### src/rtl/mux_scan_pkg.sv
// mux_scan_pkg
//   Shared constants and state encoding for the mux scan serializer.
//   DATA_W   : parallel word width (fixed at 8)
//   SEL_W    : select counter width, clog2(DATA_W)
//   SEL_LAST : select index of the final data bit
//   state_e  : serializer FSM states (PARITY only reachable with PARITY_EN)
package mux_scan_pkg;

  localparam int DATA_W = 8;
  localparam int SEL_W  = 3;

  localparam logic [SEL_W-1:0] SEL_LAST = SEL_W'(DATA_W - 1);

  typedef enum logic [1:0] {
    IDLE   = 2'd0,
    SHIFT  = 2'd1,
    PARITY = 2'd2
  } state_e;

endpackage : mux_scan_pkg

### src/rtl/scan_sel_mux.sv
// scan_sel_mux
//   Combinational DATA_W:1 bit select out of the held word.
//   Ports:
//     hold    in  DATA_W  held parallel word
//     sel     in  SEL_W   bit index into hold
//     bit_out out 1       hold[sel]
module scan_sel_mux
  import mux_scan_pkg::*;
(
  input  logic [DATA_W-1:0] hold,
  input  logic [SEL_W-1:0]  sel,
  output logic              bit_out
);

  always_comb begin
    bit_out = 1'b0;
    for (int i = 0; i < DATA_W; i++) begin
      if (sel == SEL_W'(i)) begin
        bit_out = hold[i];
      end
    end
  end

endmodule : scan_sel_mux

### src/rtl/mux_scan_serializer.sv
// mux_scan_serializer
//   Accepts one parallel byte over valid/ready, then steps a 3-bit select
//   counter 0..7 and emits the held word LSB first on a serial valid/ready
//   stream. The live select index is exported for a downstream mux/monitor.
//   Optional macro PARITY_EN appends an even-parity beat (XOR of the word)
//   after the sel=7 data beat.
//
//   Ports:
//     clk        in   system clock, rising edge
//     rst        in   synchronous active-high reset
//     in_data    in   parallel word to serialize
//     in_valid   in   in_data valid
//     in_ready   out  word can be accepted this cycle (combinational on
//                     ser_ready during the final beat)
//     ser_out    out  current serial bit
//     ser_valid  out  ser_out valid
//     ser_ready  in   consumer takes ser_out this cycle
//     sel        out  current select index into the held word
//     last       out  current beat is the final beat of the word
//     busy       out  a word is held and not fully sent
//
//   state  | meaning
//   -------+-------------------------------------------------------------
//   IDLE   | no word held, in_ready=1 (unless in reset)
//   SHIFT  | emitting data bits hold[sel], sel 0..7
//   PARITY | emitting XOR of hold, sel parked at 7 (PARITY_EN only)
module mux_scan_serializer
  import mux_scan_pkg::*;
(
  input  logic              clk,
  input  logic              rst,
  input  logic [DATA_W-1:0] in_data,
  input  logic              in_valid,
  output logic              in_ready,
  output logic              ser_out,
  output logic              ser_valid,
  input  logic              ser_ready,
  output logic [SEL_W-1:0]  sel,
  output logic              last,
  output logic              busy
);

  state_e            state_q, state_d;
  logic [DATA_W-1:0] hold_q, hold_d;
  logic [SEL_W-1:0]  sel_q, sel_d;
  logic              ser_valid_q, ser_valid_d;
  logic              busy_q, busy_d;
  logic              last_q, last_d;

  logic beat;
  logic final_phase;
  logic accept;
  logic mux_bit;

  scan_sel_mux u_sel_mux (
    .hold    (hold_q),
    .sel     (sel_q),
    .bit_out (mux_bit)
  );

  // The beat that ends a word: the parity beat when enabled, otherwise
  // the sel=7 data beat. Only on this beat may a new word slip in.
`ifdef PARITY_EN
  assign final_phase = (state_q == PARITY);
`else
  assign final_phase = (state_q == SHIFT) && (sel_q == SEL_LAST);
`endif

  assign beat     = ser_valid_q & ser_ready;
  assign in_ready = ~rst & ((state_q == IDLE) | (final_phase & ser_ready));
  assign accept   = in_valid & in_ready;

  always_comb begin
    state_d = state_q;
    hold_d  = hold_q;
    sel_d   = sel_q;

    unique case (state_q)
      IDLE: begin
        if (accept) begin
          hold_d  = in_data;
          sel_d   = '0;
          state_d = SHIFT;
        end
      end

      SHIFT: begin
        if (beat) begin
          if (sel_q != SEL_LAST) begin
            sel_d = sel_q + SEL_W'(1);
          end else begin
`ifdef PARITY_EN
            // sel stays parked at 7 through the parity beat
            state_d = PARITY;
`else
            sel_d = '0;
            if (accept) begin
              hold_d  = in_data;
              state_d = SHIFT;
            end else begin
              state_d = IDLE;
            end
`endif
          end
        end
      end

`ifdef PARITY_EN
      PARITY: begin
        if (beat) begin
          sel_d = '0;
          if (accept) begin
            hold_d  = in_data;
            state_d = SHIFT;
          end else begin
            state_d = IDLE;
          end
        end
      end
`endif

      default: begin
        state_d = IDLE;
        sel_d   = '0;
      end
    endcase
  end

  // Status outputs are registered from the next-state values so they line
  // up with state_q/sel_q in the same cycle.
  always_comb begin
    ser_valid_d = (state_d != IDLE);
    busy_d      = (state_d != IDLE);
`ifdef PARITY_EN
    last_d      = (state_d == PARITY);
`else
    last_d      = (state_d == SHIFT) && (sel_d == SEL_LAST);
`endif
  end

  always_ff @(posedge clk) begin
    if (rst) begin
      state_q     <= IDLE;
      hold_q      <= '0;
      sel_q       <= '0;
      ser_valid_q <= 1'b0;
      busy_q      <= 1'b0;
      last_q      <= 1'b0;
    end else begin
      state_q     <= state_d;
      hold_q      <= hold_d;
      sel_q       <= sel_d;
      ser_valid_q <= ser_valid_d;
      busy_q      <= busy_d;
      last_q      <= last_d;
    end
  end

  // ser_out is forced low outside an active word so a stale hold never
  // leaks onto the serial line while idle.
`ifdef PARITY_EN
  assign ser_out = ser_valid_q & ((state_q == PARITY) ? ^hold_q : mux_bit);
`else
  assign ser_out = ser_valid_q & mux_bit;
`endif

  assign ser_valid = ser_valid_q;
  assign busy      = busy_q;
  assign last      = last_q;
  assign sel       = sel_q;

endmodule : mux_scan_serializer

### config.mk
export PLATFORM = sky130hd
export DESIGN_NAME = mux_scan_serializer
export DESIGN_NICKNAME = d
export VERILOG_FILES = /design/src/rtl/mux_scan_pkg.sv /design/src/rtl/scan_sel_mux.sv /design/src/rtl/mux_scan_serializer.sv
export SDC_FILE = /design/constraint.sdc
export NUM_CORES = 1
export LEC_CHECK = 0
export ABC_AREA = 1
export BUFFER_PORTS_ARGS = -buffer_cell sky130_fd_sc_hd__clkbuf_2
export CAP_MARGIN = 20
export CORE_MARGIN = 5
export CORE_UTILIZATION = 37
export DETAILED_ROUTE_END_ITERATION = 10
export GPL_TIMING_DRIVEN = 0
export PLACE_DENSITY_LB_ADDON = 0.15
export SYNTH_ARGS = -nofsm -noshare
export SYNTH_HDL_FRONTEND = slang
export SYNTH_SLANG_ARGS = --single-unit
### constraint.sdc
create_clock -name clk -period 1.95 [get_ports clk]
set_input_delay 0.195 -clock clk [delete_from_list [all_inputs] [get_ports clk]]
set_output_delay 0.195 -clock clk [all_outputs]
set_load 0.02 [all_outputs]
==> metrics.cfg <==
[floorplan]
die_area_um2 = 3280
core_um2 = 2170
io_pins = 20
die_w_um = 57.2
die_h_um = 57.2
num_rows = 17
initial_utilization_pct = 38.1

[clocking]
h-tree-depth = 1
clkTransAtPathRegs_ns = 0.09
tritoncts = yes
cts.sinks = 15
cts_buffer_depth = 2
postCtsHoldBufs = 0
cts_buffers = 3
clk_latency_ns = 0.29
cts-root-buf = clkbuf_4

[worst_hold_path]
hp-class = in2reg
min_to = hold_q[4]$_SDFFE_PP0P_
hp-start = in_data[4]
holdPathStages = 3

[logic_synthesis]
ys_seq_area_share_pct = 36.4
synthCells = 108
ys_seq_elements = 15
avgSynthCellArea_um2 = 7.65
synth_nets = 126
ys_types = 24
synth.cell_area_um2 = 826
yosys_warnings = 0

[routing]
wl_mm = 1.80
detail-route-antenna-nets = 0
wire_per_inst_um = 11.3
drtPass1Iterations = 4
route.detailed.drc = 0
num_vias = 751
drt_iter0_drc = 17
viasPerCell = 4.69

[sta]
worst_clock_skew_ns = 0.00235
final_hold_viol_count = 0
rsz0062_at_grt = false
slew_viol_final = 0
min_period_ns = 1.88
setup_viol = 0
fmax_ghz = 0.531
tns_ns = 0
period_share_pct = 96.5

[finish]
final_core_util_pct = 46.5
drive_above_1_share_pct = 28.8
mostFrequentLayoutCell = nand2_1
antennaDiodeCount = 0
final_nets = 151
area_growth_syn_to_layout_pct = 22.3
final_cell_mix = nand2_1, clkbuf_2, nor2_1, dfxtp_1, o21ai_0
stdcell_count = 160
design_area_um2 = 1010

[power_and_ir_drop]
cellPowerDensity_nw_per_um2 = 574
leakage_nw = 0.468
power_mw = 0.579
ir_drop_uv = 313

[setup_path]
cp_max_fo = 5
reg2regPathDepth = 6
crit_arrival_ns = 1.69
reg2reg_from = sel[0]$_SDFF_PP0_
r2r-end = hold_q[1]$_SDFFE_PP0P_
path_class = reg2out
start_kind = register
crit_path_end_kind = output port
worst-endpoint-required_ns = 1.75
ff2ff_setup_slack_ns = 0.32

[place]
dpl.hpwl_mm = 1.38
placed_area_um2 = 956
place.gp.congestion = 0.736
place_inst = 155
io_buffer_count = 19

[job]
cap_viol_max_count = 0

[grt]
antenna_found_initial = 0
grt_use_total_pct = 12.2
grt_pass1_vias = 732
grt_max_degree = 11
grt-ovfl-total = 0
grt_pass1_wl_mm = 3.13

[run_status]
outcome = finished, final reports clean

state kept, by name, summed over array words and instances (netlist names):
name and flops:
state_q 2, sel 3, busy 1, hold_q 8, last 1
per-stage QoR:
step / setup WS [ns] / hold WS [ns]
after CTS: 0.00534 / 0.128
after global routing: 0.0167 / 0.143
final: 0.0676 / 0.132
after floorplan: 0.221 / 0.264
after global placement: 0.282 / 0.422
after detailed placement: 0.219 / 0.427
power by group:
| part | internal, mW | total, mW | switching, mW |
|---|---|---|---|
| Sequential | 0.316 | 0.325 | 0.00893 |
| Combinational | 0.0300 | 0.0714 | 0.0414 |
| Clock | 0.0795 | 0.183 | 0.103 |
worst max path at each step:
stage	slack (ns)	cells after the start	from	endpoint
finish	0.07	7	sel[0]$_SDFF_PP0_	ser_out
global placement	0.28	6	sel[0]$_SDFF_PP0_	hold_q[4]$_SDFFE_PP0P_
floorplan	0.22	11	sel[1]$_SDFF_PP0_	ser_out
detailed placement	0.22	6	sel[0]$_SDFF_PP0_	hold_q[1]$_SDFFE_PP0P_
CTS	0.005	7	sel[0]$_SDFF_PP0_	ser_out
global route	0.02	12	sel[1]$_SDFF_PP0_	ser_out
worst max-delay path, stage by stage, from the launching register on:
cell	delay (ns)
dfxtp_4	0.37
ha_1	0.22
ha_2	0.18
o21bai_1	0.15
a31oi_1	0.14
nand2_1	0.09
a21oi_2	0.12
buf_4	0.15
cell families (layout without fill, tap and decap cells):
logic type / after synthesis / in the layout / share of synthesized area, %
other: 1 / 1 / 0.454
AND/OR/NAND/NOR: 47 / 47 / 26.8
buffers and inverters: 14 / 38 / 7.73
adder cells (fa/ha/maj): 6 / 6 / 9.09
AO/OA/AOI/OAI: 25 / 25 / 19.5
flip-flops: 15 / 15 / 36.4
cell usage after synthesis (all sizes together):
library cell	instances	area, µm²
a21oi	5	36.3
a31oi	1	6.26
buf	2	18.8
conb	1	3.75
dfxtp	15	300
ha	6	75.1
inv	12	45.0
nand2	22	90.1
nand3	3	15.0
nor2	13	51.3
nor3	1	5.00
nor3b	8	60.1
o211ai	3	22.5
o21ai	13	68.8
o21bai	1	7.51
o31ai	2	20.0
per-layer routing:
| metal | track usage [%] | wire (µm) |
|---|---|---|
| met5 | 0 | 0 |
| met4 | 5.96 | 30 |
| met3 | 2.71 | 87 |
| met2 | 20.9 | 869 |
| met1 | 14.1 | 813 |
timing repair:
action / CTS / global route
setup endpoints to repair: 1 / 1
setup buffers: 0 / 1
resized for setup: 3 / 8
final cells by class:
type,count,area (µm²)
fillers,242,1160
inverters,12,45.0
plain buffers,2,18.8
well taps,28,35.0
multi-input cells,79,470
flip-flops and latches,15,309
repair buffers,20,105
clock buffers,4,26.3
No activity file was read; power rests on OpenSTA's default activity.
